[src/rtl/dmem_arbiter.sv]
// dmem_arbiter
//   Shares one external data-memory port between the CPU memory stage and a
//   debug/loader port. Round-robin arbitration in IDLE, one outstanding access
//   at a time; reads wait READ_LATENCY enabled cycles in READ_WAIT.
//
// Ports
//   clk, rst_n, clk_enable     clock, async active-low reset, global advance enable
//   i_cpu_* / o_cpu_*          CPU request (req/we/addr/wdata) and response
//                              (ready/rvalid/rdata)
//   i_dbg_* / o_dbg_*          debug/loader port, same meaning as the CPU port
//   o_mem_read_address         memory read address
//   o_mem_write_address/data   memory write address and data
//   o_mem_write_enable         memory write strobe (memory writes on the enabled edge)
//   i_mem_read_data            memory read data
//   o_busy                     a read is in flight
module dmem_arbiter #(
  parameter int READ_LATENCY = 1,
  parameter int ADDR_WIDTH   = 8,
  parameter int DATA_WIDTH   = 32
) (
  input  logic                  clk,
  input  logic                  rst_n,
  input  logic                  clk_enable,
  input  logic                  i_cpu_req,
  input  logic                  i_cpu_we,
  input  logic [ADDR_WIDTH-1:0] i_cpu_addr,
  input  logic [DATA_WIDTH-1:0] i_cpu_wdata,
  output logic                  o_cpu_ready,
  output logic                  o_cpu_rvalid,
  output logic [DATA_WIDTH-1:0] o_cpu_rdata,
  input  logic                  i_dbg_req,
  input  logic                  i_dbg_we,
  input  logic [ADDR_WIDTH-1:0] i_dbg_addr,
  input  logic [DATA_WIDTH-1:0] i_dbg_wdata,
  output logic                  o_dbg_ready,
  output logic                  o_dbg_rvalid,
  output logic [DATA_WIDTH-1:0] o_dbg_rdata,
  output logic [ADDR_WIDTH-1:0] o_mem_read_address,
  output logic [ADDR_WIDTH-1:0] o_mem_write_address,
  output logic [DATA_WIDTH-1:0] o_mem_write_data,
  output logic                  o_mem_write_enable,
  input  logic [DATA_WIDTH-1:0] i_mem_read_data,
  output logic                  o_busy
);

  generate
    if (READ_LATENCY < 1 || READ_LATENCY > 4) begin : g_bad_latency
      $error("dmem_arbiter: READ_LATENCY must be in 1..4");
    end
  endgenerate

  typedef enum logic {IDLE, READ_WAIT} state_t;

  localparam logic       OWN_CPU = 1'b0;
  localparam logic       OWN_DBG = 1'b1;
  localparam logic [2:0] LAT     = 3'(READ_LATENCY);

  state_t                r_state;
  state_t                w_next_state;
  logic                  r_last_grant;
  logic                  r_owner;
  logic [2:0]            r_cnt;
  logic [ADDR_WIDTH-1:0] r_addr;
  logic                  r_cpu_rvalid;
  logic                  r_dbg_rvalid;
  logic [DATA_WIDTH-1:0] r_cpu_rdata;
  logic [DATA_WIDTH-1:0] r_dbg_rdata;

  logic                  w_grant_cpu;
  logic                  w_grant_dbg;
  logic                  w_accept;
  logic                  w_done;
  logic                  w_win_we;
  logic [ADDR_WIDTH-1:0] w_win_addr;
  logic [DATA_WIDTH-1:0] w_win_wdata;

  // Round-robin: on a tie the port that did not win last time is granted.
  always_comb begin
    w_grant_cpu = 1'b0;
    w_grant_dbg = 1'b0;
    if (r_state == IDLE) begin
      if (i_cpu_req && (!i_dbg_req || r_last_grant == OWN_DBG)) begin
        w_grant_cpu = 1'b1;
      end else if (i_dbg_req) begin
        w_grant_dbg = 1'b1;
      end
    end
  end

  always_comb begin
    w_win_we    = 1'b0;
    w_win_addr  = '0;
    w_win_wdata = '0;
    if (w_grant_cpu) begin
      w_win_we    = i_cpu_we;
      w_win_addr  = i_cpu_addr;
      w_win_wdata = i_cpu_wdata;
    end else if (w_grant_dbg) begin
      w_win_we    = i_dbg_we;
      w_win_addr  = i_dbg_addr;
      w_win_wdata = i_dbg_wdata;
    end
  end

  // Acceptance only happens on an enabled edge.
  assign w_accept = clk_enable && (w_grant_cpu || w_grant_dbg);
  assign w_done   = (r_state == READ_WAIT) && clk_enable && (r_cnt == 3'd1);

  always_comb begin
    w_next_state = r_state;
    case (r_state)
      IDLE:      if (w_accept && !w_win_we) w_next_state = READ_WAIT;
      READ_WAIT: if (w_done) w_next_state = IDLE;
      default:   w_next_state = IDLE;
    endcase
  end

  always_ff @(posedge clk or negedge rst_n) begin
    if (!rst_n) begin
      r_state <= IDLE;
    end else if (clk_enable) begin
      r_state <= w_next_state;
    end
  end

  always_ff @(posedge clk or negedge rst_n) begin
    if (!rst_n) begin
      r_last_grant <= OWN_DBG;
      r_owner      <= OWN_CPU;
      r_cnt        <= '0;
      r_addr       <= '0;
      r_cpu_rvalid <= 1'b0;
      r_dbg_rvalid <= 1'b0;
      r_cpu_rdata  <= '0;
      r_dbg_rdata  <= '0;
    end else if (clk_enable) begin
      r_cpu_rvalid <= 1'b0;
      r_dbg_rvalid <= 1'b0;
      if (r_state == IDLE) begin
        if (w_accept) begin
          r_last_grant <= w_grant_dbg ? OWN_DBG : OWN_CPU;
          if (!w_win_we) begin
            r_addr  <= w_win_addr;
            r_owner <= w_grant_dbg ? OWN_DBG : OWN_CPU;
            r_cnt   <= LAT;
          end
        end
      end else begin
        r_cnt <= r_cnt - 3'd1;
        if (r_cnt == 3'd1) begin
          if (r_owner == OWN_CPU) begin
            r_cpu_rdata  <= i_mem_read_data;
            r_cpu_rvalid <= 1'b1;
          end else begin
            r_dbg_rdata  <= i_mem_read_data;
            r_dbg_rvalid <= 1'b1;
          end
        end
      end
    end
  end

  // Combinational outputs are forced to their idle values while reset is held.
  assign o_cpu_ready         = rst_n && clk_enable && w_grant_cpu;
  assign o_dbg_ready         = rst_n && clk_enable && w_grant_dbg;
  assign o_mem_write_enable  = rst_n && w_accept && w_win_we;
  assign o_mem_write_address = rst_n ? w_win_addr : '0;
  assign o_mem_write_data    = rst_n ? w_win_wdata : '0;
  assign o_mem_read_address  = !rst_n ? '0 : ((r_state == READ_WAIT) ? r_addr : w_win_addr);
  assign o_busy              = (r_state == READ_WAIT);
  assign o_cpu_rvalid        = r_cpu_rvalid;
  assign o_dbg_rvalid        = r_dbg_rvalid;
  assign o_cpu_rdata         = r_cpu_rdata;
  assign o_dbg_rdata         = r_dbg_rdata;

endmodule

[config.mk]
export PLATFORM = sky130hd
export DESIGN_NAME = dmem_arbiter
export DESIGN_NICKNAME = d
export VERILOG_FILES = /design/src/rtl/dmem_arbiter.sv
export SDC_FILE = /design/constraint.sdc
export NUM_CORES = 1
export LEC_CHECK = 0
export BUFFER_PORTS_ARGS = -buffer_cell sky130_fd_sc_hd__clkbuf_2
export CORE_ASPECT_RATIO = 0.9
export CORE_MARGIN = 8
export CORE_UTILIZATION = 40
export CTS_BUF_LIST = sky130_fd_sc_hd__clkbuf_2
export CTS_CLUSTER_SIZE = 8
export DETAILED_ROUTE_END_ITERATION = 16
export GPL_ROUTABILITY_DRIVEN = 0
export PLACE_DENSITY = 0.75
export SLEW_MARGIN = 0
export SYNTH_ARGS = -nofsm -noshare
export SYNTH_HDL_FRONTEND = slang
export SYNTH_SLANG_ARGS = --single-unit
[constraint.sdc]
create_clock -name clk -period 1.9 [get_ports clk]
set_input_delay 0.19 -clock clk [delete_from_list [all_inputs] [get_ports clk]]
set_output_delay 0.19 -clock clk [all_outputs]
set_load 0.02 [all_outputs]
# Word level (Yosys, flattened, before mapping)
# Index checks and enable logic that the tools add are counted.
[totals] wordCells=63 inputBits=119 output_inout_bits=118 ff_bits=80
[op_classes] n_reduce_logical=20 n_mux=28 bitwise_logic=3 add_sub_neg=1 n_eq_ne=2
[ops] operator="$mux W32" count=3
[ops] operator="$mux W8" count=5
[ops] operator="$mux W1" count=16
[ops] operator="$reduce_and A4 Y1" count=3
[ops] operator="$logic_and A1 B1 Y1" count=10
[ops] operator="$mux W3" count=3
[ops] operator="$reduce_and A3 Y1" count=2
[ops] operator="$eq A3 B1 Y1 const B" count=1
[ops] operator="$not A1 Y1" count=3
[ops] operator="$sub A3 B1 Y3 const B" count=1
[ops] operator="$logic_not A1 Y1" count=2
[ops] operator="$logic_or A1 B1 Y1" count=2
[ops] operator="$ne A2 B2 Y1 const B" count=1
[ops] operator="$pmux W1 S2" count=1
[ops] operator="$reduce_bool A2 Y1" count=1

# Longest topological paths before layout
[depth] depth_word=11 depth_mapped=7

# Worst setup path before layout
# No wires, ideal clock.
[synth_timing] path_kind="reg2reg" start="register r_state, in the netlist o_busy" end="register r_addr[0]" path_stages_with_launch=6 path_buffers=2 slack_ns=0.005 arrival_time_ns=1.770 required_ns=1.775 period_less_slack_ns=1.895 setup_time_ns=0.125 path_cell_list="dfrtp_1 -> clkbuf_1 -> or3_4 -> a221oi_4 -> buf_8 -> mux2_4"
[synth_via] elab_chain_len=5 word_cells_on_any_way=11 classes_between="6 x mux; 2 x bitwise; 3 x reduce/logical"
[synth_rtl] item="start: declaration" line="58" text="state_t r_state;"
[synth_rtl] item="start signal: assignment" line="122" text="r_state <= w_next_state;"
[synth_rtl] item="$mux W1" line="81" text="if (r_state == IDLE) begin"
[synth_rtl] item="$mux W1" line="98" text="end else if (w_grant_dbg) begin"
[synth_rtl] item="$mux W1" line="94" text="if (w_grant_cpu) begin"
[synth_rtl] item="$not A1 Y1 (no source line)"
[synth_rtl] item="$reduce_and A4 Y1 (no source line)"
[synth_rtl] item="end signal: assignment" line="143" text="r_addr <= w_win_addr;"
[synth_rtl] item="end: declaration" line="63" text="logic [ADDR_WIDTH-1:0] r_addr;"
# Parallel ways exist; a longest one is shown, timed or not.
# A chain may end at the register's enable or synchronous reset.

# Worst setup path in the final report
[layout_timing] start="register r_last_grant" end="output port o_mem_write_address[4]"
[layout_via] elab_chain_len=7 word_cells_on_any_way=9 classes_between="7 x mux; 2 x reduce/logical"
[layout_rtl] item="start: declaration" line="60" text="logic r_last_grant;"
[layout_rtl] item="start signal: assignment" line="141" text="r_last_grant <= w_grant_dbg ? OWN_DBG : OWN_CPU;"
[layout_rtl] item="$logic_or A1 B1 Y1 *" line="82" text="if (i_cpu_req && (!i_dbg_req || r_last_grant == OWN_DBG)) begin"
[layout_rtl] item="$logic_and A1 B1 Y1 *" line="82"
[layout_rtl] item="$mux W1" line="82"
[layout_rtl] item="$mux W1" line="81"
[layout_rtl] item="$mux W8" line="98"
[layout_rtl] item="$mux W8 *" line="94"
[layout_rtl] item="$mux W8 *" line="167" text="assign o_mem_write_address = rst_n ? w_win_addr : '0;"
[layout_rtl] item="end: declaration" line="39" text="output logic [ADDR_WIDTH-1:0] o_mem_write_address,"
# Mark *: on every way between the ends. The rest lies on a longest branch, timed or not.

==> run_results.csv <==
group,metric,value,unit
run_status,outcome,"complete, but fails checks",
run_status,violations,"setup timing",
cts,cts_buffers,9,
critical_path,critical_path_class,"reg2out",
sta,report.final.slew_viol_count,0,
floorplan,die_w,121,µm
sta,tns,-19.47,ns
hold_path,hold_class,"in2reg",
hold_path,min_to,"r_addr[6]",
yosys,yosysUniqueCellTypes,36,
yosys,ys_seq_elements,80,
critical_path,reg2reg_to,"r_addr[4]",
floorplan,fp.coreArea,0.00966,mm²
critical_path,worstSetupStartpointType,"flip-flop",
critical_path,reg2reg_depth,5,
finish,area_growth,62.9,%
global_routing,antenna_found_initial,0,
yosys,syn_inst,313,
sta,setup_viol,60,
power,total_power,8.58,mW
route,wirelength,15.2,mm
yosys,synth_edf_count,0,
placement,pre_cts_slack,0.101,ns
power,power_density,1330,mW/mm²
cts,cts.clk_slew.worst_paths,0.26,ns
route,drc,0,
yosys,synth-main-ff-cell,"dfrtp_1",
sta,fmax,427,MHz
global_routing,gr-usage-all-layers,21.2,%
run,maxCapViolCount,0,
hold_path,hold_start,"i_cpu_addr[6]",
finish,drive_gt1_share,64.5,%
route,drt-initial-drc-count,148,
sta,min_period,2.34,ns
global_routing,grt_pass1_vias,4234,
sta,hold_slack,0.0946,ns
cts,cts_tree,"done",
floorplan,start_util,40.9,%
finish,fin_util,66.6,%
route,wl_per_cell,20.7,µm
hold_path,hold-path-cell-count,3,
cts,root_buffer,"clkbuf_2",
yosys,synthArstFlopShare,100,%
finish,final_cell_mix,"clkbuf_2, dfrtp_1, mux2_2",
global_routing,grt_max_degree,47,
global_routing,overflow,0,
route,first_pass_iters,4,
sta,worst_slack,-0.440,ns
finish,final_common_cell,"clkbuf_2",
floorplan,num_rows,34,
yosys,yosysSeqAreaShare,50.7,%
critical_path,worstPathArrival,2.15,ns
sta,tightest_slew,0.587,ns
finish,nNetsFinal,725,
route,ant_nets,0,
critical_path,crit_fanout,5,
yosys,syn_area_per_cell,12.6,µm²
critical_path,critPathRequiredTime,1.71,ns
cts,cts.sinks,80,
sta,fin_worst_skew,0.0287,ns
cts,ctsHtreeMaxLevel,3,
critical_path,end_kind,"output port",
yosys,syn_nets,434,
critical_path,regToRegSetupSlack,-0.06,ns
finish,antenna_cells,0,
placement,port_buffers,236,
sta,hold_viol,0,
placement,place_hpwl,10.6,mm
yosys,ys_warn_count,0,
sta,maxSlewHeadroom,60.9,%
route,vias,3922,
critical_path,r2r-start,"o_busy",
global_routing,grt_pass1_wl,22.1,mm
cts,clock_path_buffers,2,
power,peakVddDrop,0.000892,V
yosys,syn-cell-area,0.00395,mm²
floorplan,dieArea,0.0133,mm²
route,via_per_inst,5.34,
floorplan,io_pins,237,
sta,period_share,123,%
power,p_leak,3.23,nW
sta,rsz0062_at_grt,"yes",
cts,insertion_delay,0.52,ns
floorplan,die_y,110,µm
[final cells by class]
cell class / instances / area [µm²]
inverters: 6 / 22.5
repair buffers: 306 / 2190
multi-input cells: 201 / 1940
well taps: 126 / 158
clock inverters: 7 / 78.8
flip-flops and latches: 80 / 2000
clock buffers: 9 / 45.0
fillers: 725 / 3220
[registers in the layout (all words and copies together), names as in the netlist]
register and cells:
o_dbg_rvalid 1, r_owner 1, o_dbg_rdata 32, o_busy 1, r_addr 8, o_cpu_rdata 32, r_last_grant 1, r_cnt 3
o_cpu_rvalid 1
[worst max-delay path: stages (launching register included)]
cell,delay [ns]
dfstp_2,0.69
nor2b_4,0.09
nor2_4,0.13
buf_12,0.14
clkbuf_16,0.15
a22oi_1,0.08
nor2b_1,0.18
buf_4,0.17
[routing by layer]
metal / vias up / global-route usage, % / routed length (µm) / share of wire (%)
met4: 0 / 9.88 / 548 / 3.6
li1: 1729 / - / - / -
met1: 1937 / 22.1 / 5520 / 36
met5: - / 0 / 0 / 0
met3: 37 / 7.99 / 1450 / 9.5
met2: 219 / 37.7 / 7710 / 51
[synth_stat cells (all sizes together), types with 2 or more instances]
cell type   n  area [µm²]
dfrtp      79        1980
mux2       73         845
nor2b      42         263
a22oi      41         308
buf        14        87.6
clkbuf     12        45.0
a221o       8        80.1
o211a       8        80.1
inv         6        22.5
nor2        4        15.0
nand2       3        11.3
ha          2        25.0
nor3        2        10.0
or3         2        18.8
[stage by stage]
| step | cells | cell area, µm² |
|---|---|---|
| 3_5_place_dp | 668 | 5390 |
| 5_1_grt | 735 | 6440 |
| 3_3_place_gp | 668 | 5390 |
| 2_1_floorplan | 313 | 3950 |
| 4_1_cts | 728 | 6150 |
| 6_report | 735 | 6440 |
[how the worst max path moves through the flow]
stage / startpoint / to / cells after the start
3_5_place_dp: r_last_grant / o_mem_read_address[4] / 6
6_report: r_last_grant / o_mem_write_address[4] / 7
2_1_floorplan: o_busy / r_addr[0] / 5
5_1_grt: r_last_grant / o_mem_write_address[4] / 7
3_3_place_gp: r_last_grant / o_mem_read_address[3] / 6
4_1_cts: r_last_grant / o_mem_write_data[29] / 6
[where the power goes]
| part | switching, mW | leakage (nW) | internal [mW] | total (mW) |
|---|---|---|---|---|
| clock | 0.656 | 0.0725 | 0.322 | 0.978 |
| sequential | 0.444 | 0.992 | 2.45 | 2.89 |
| combinational | 2.50 | 2.17 | 2.21 | 4.71 |
| total | 3.60 | 3.23 | 4.98 | 8.58 |
[cell families after synthesis]
family	synth area share (%)
DFF	50.7
xor gates and xnor gates	0.222
and+or+nand+nor	9.06
AOI/OAI and AO/OA	14.1
muxes	21.4
buffers and inverters	3.93
adders and majority gates	0.633
[what timing repair did]
item | CTS | global route
setup endpoints to repair | 50 | 54
buffers inserted | 5 | 4
hold endpoints to repair | 149 | 0
pin swaps | 6 | 10
gates resized for setup | 62 | 90
hold buffers | 36 | 0
cloned | 3 | 5
Power figures use the tool's default switching activity.
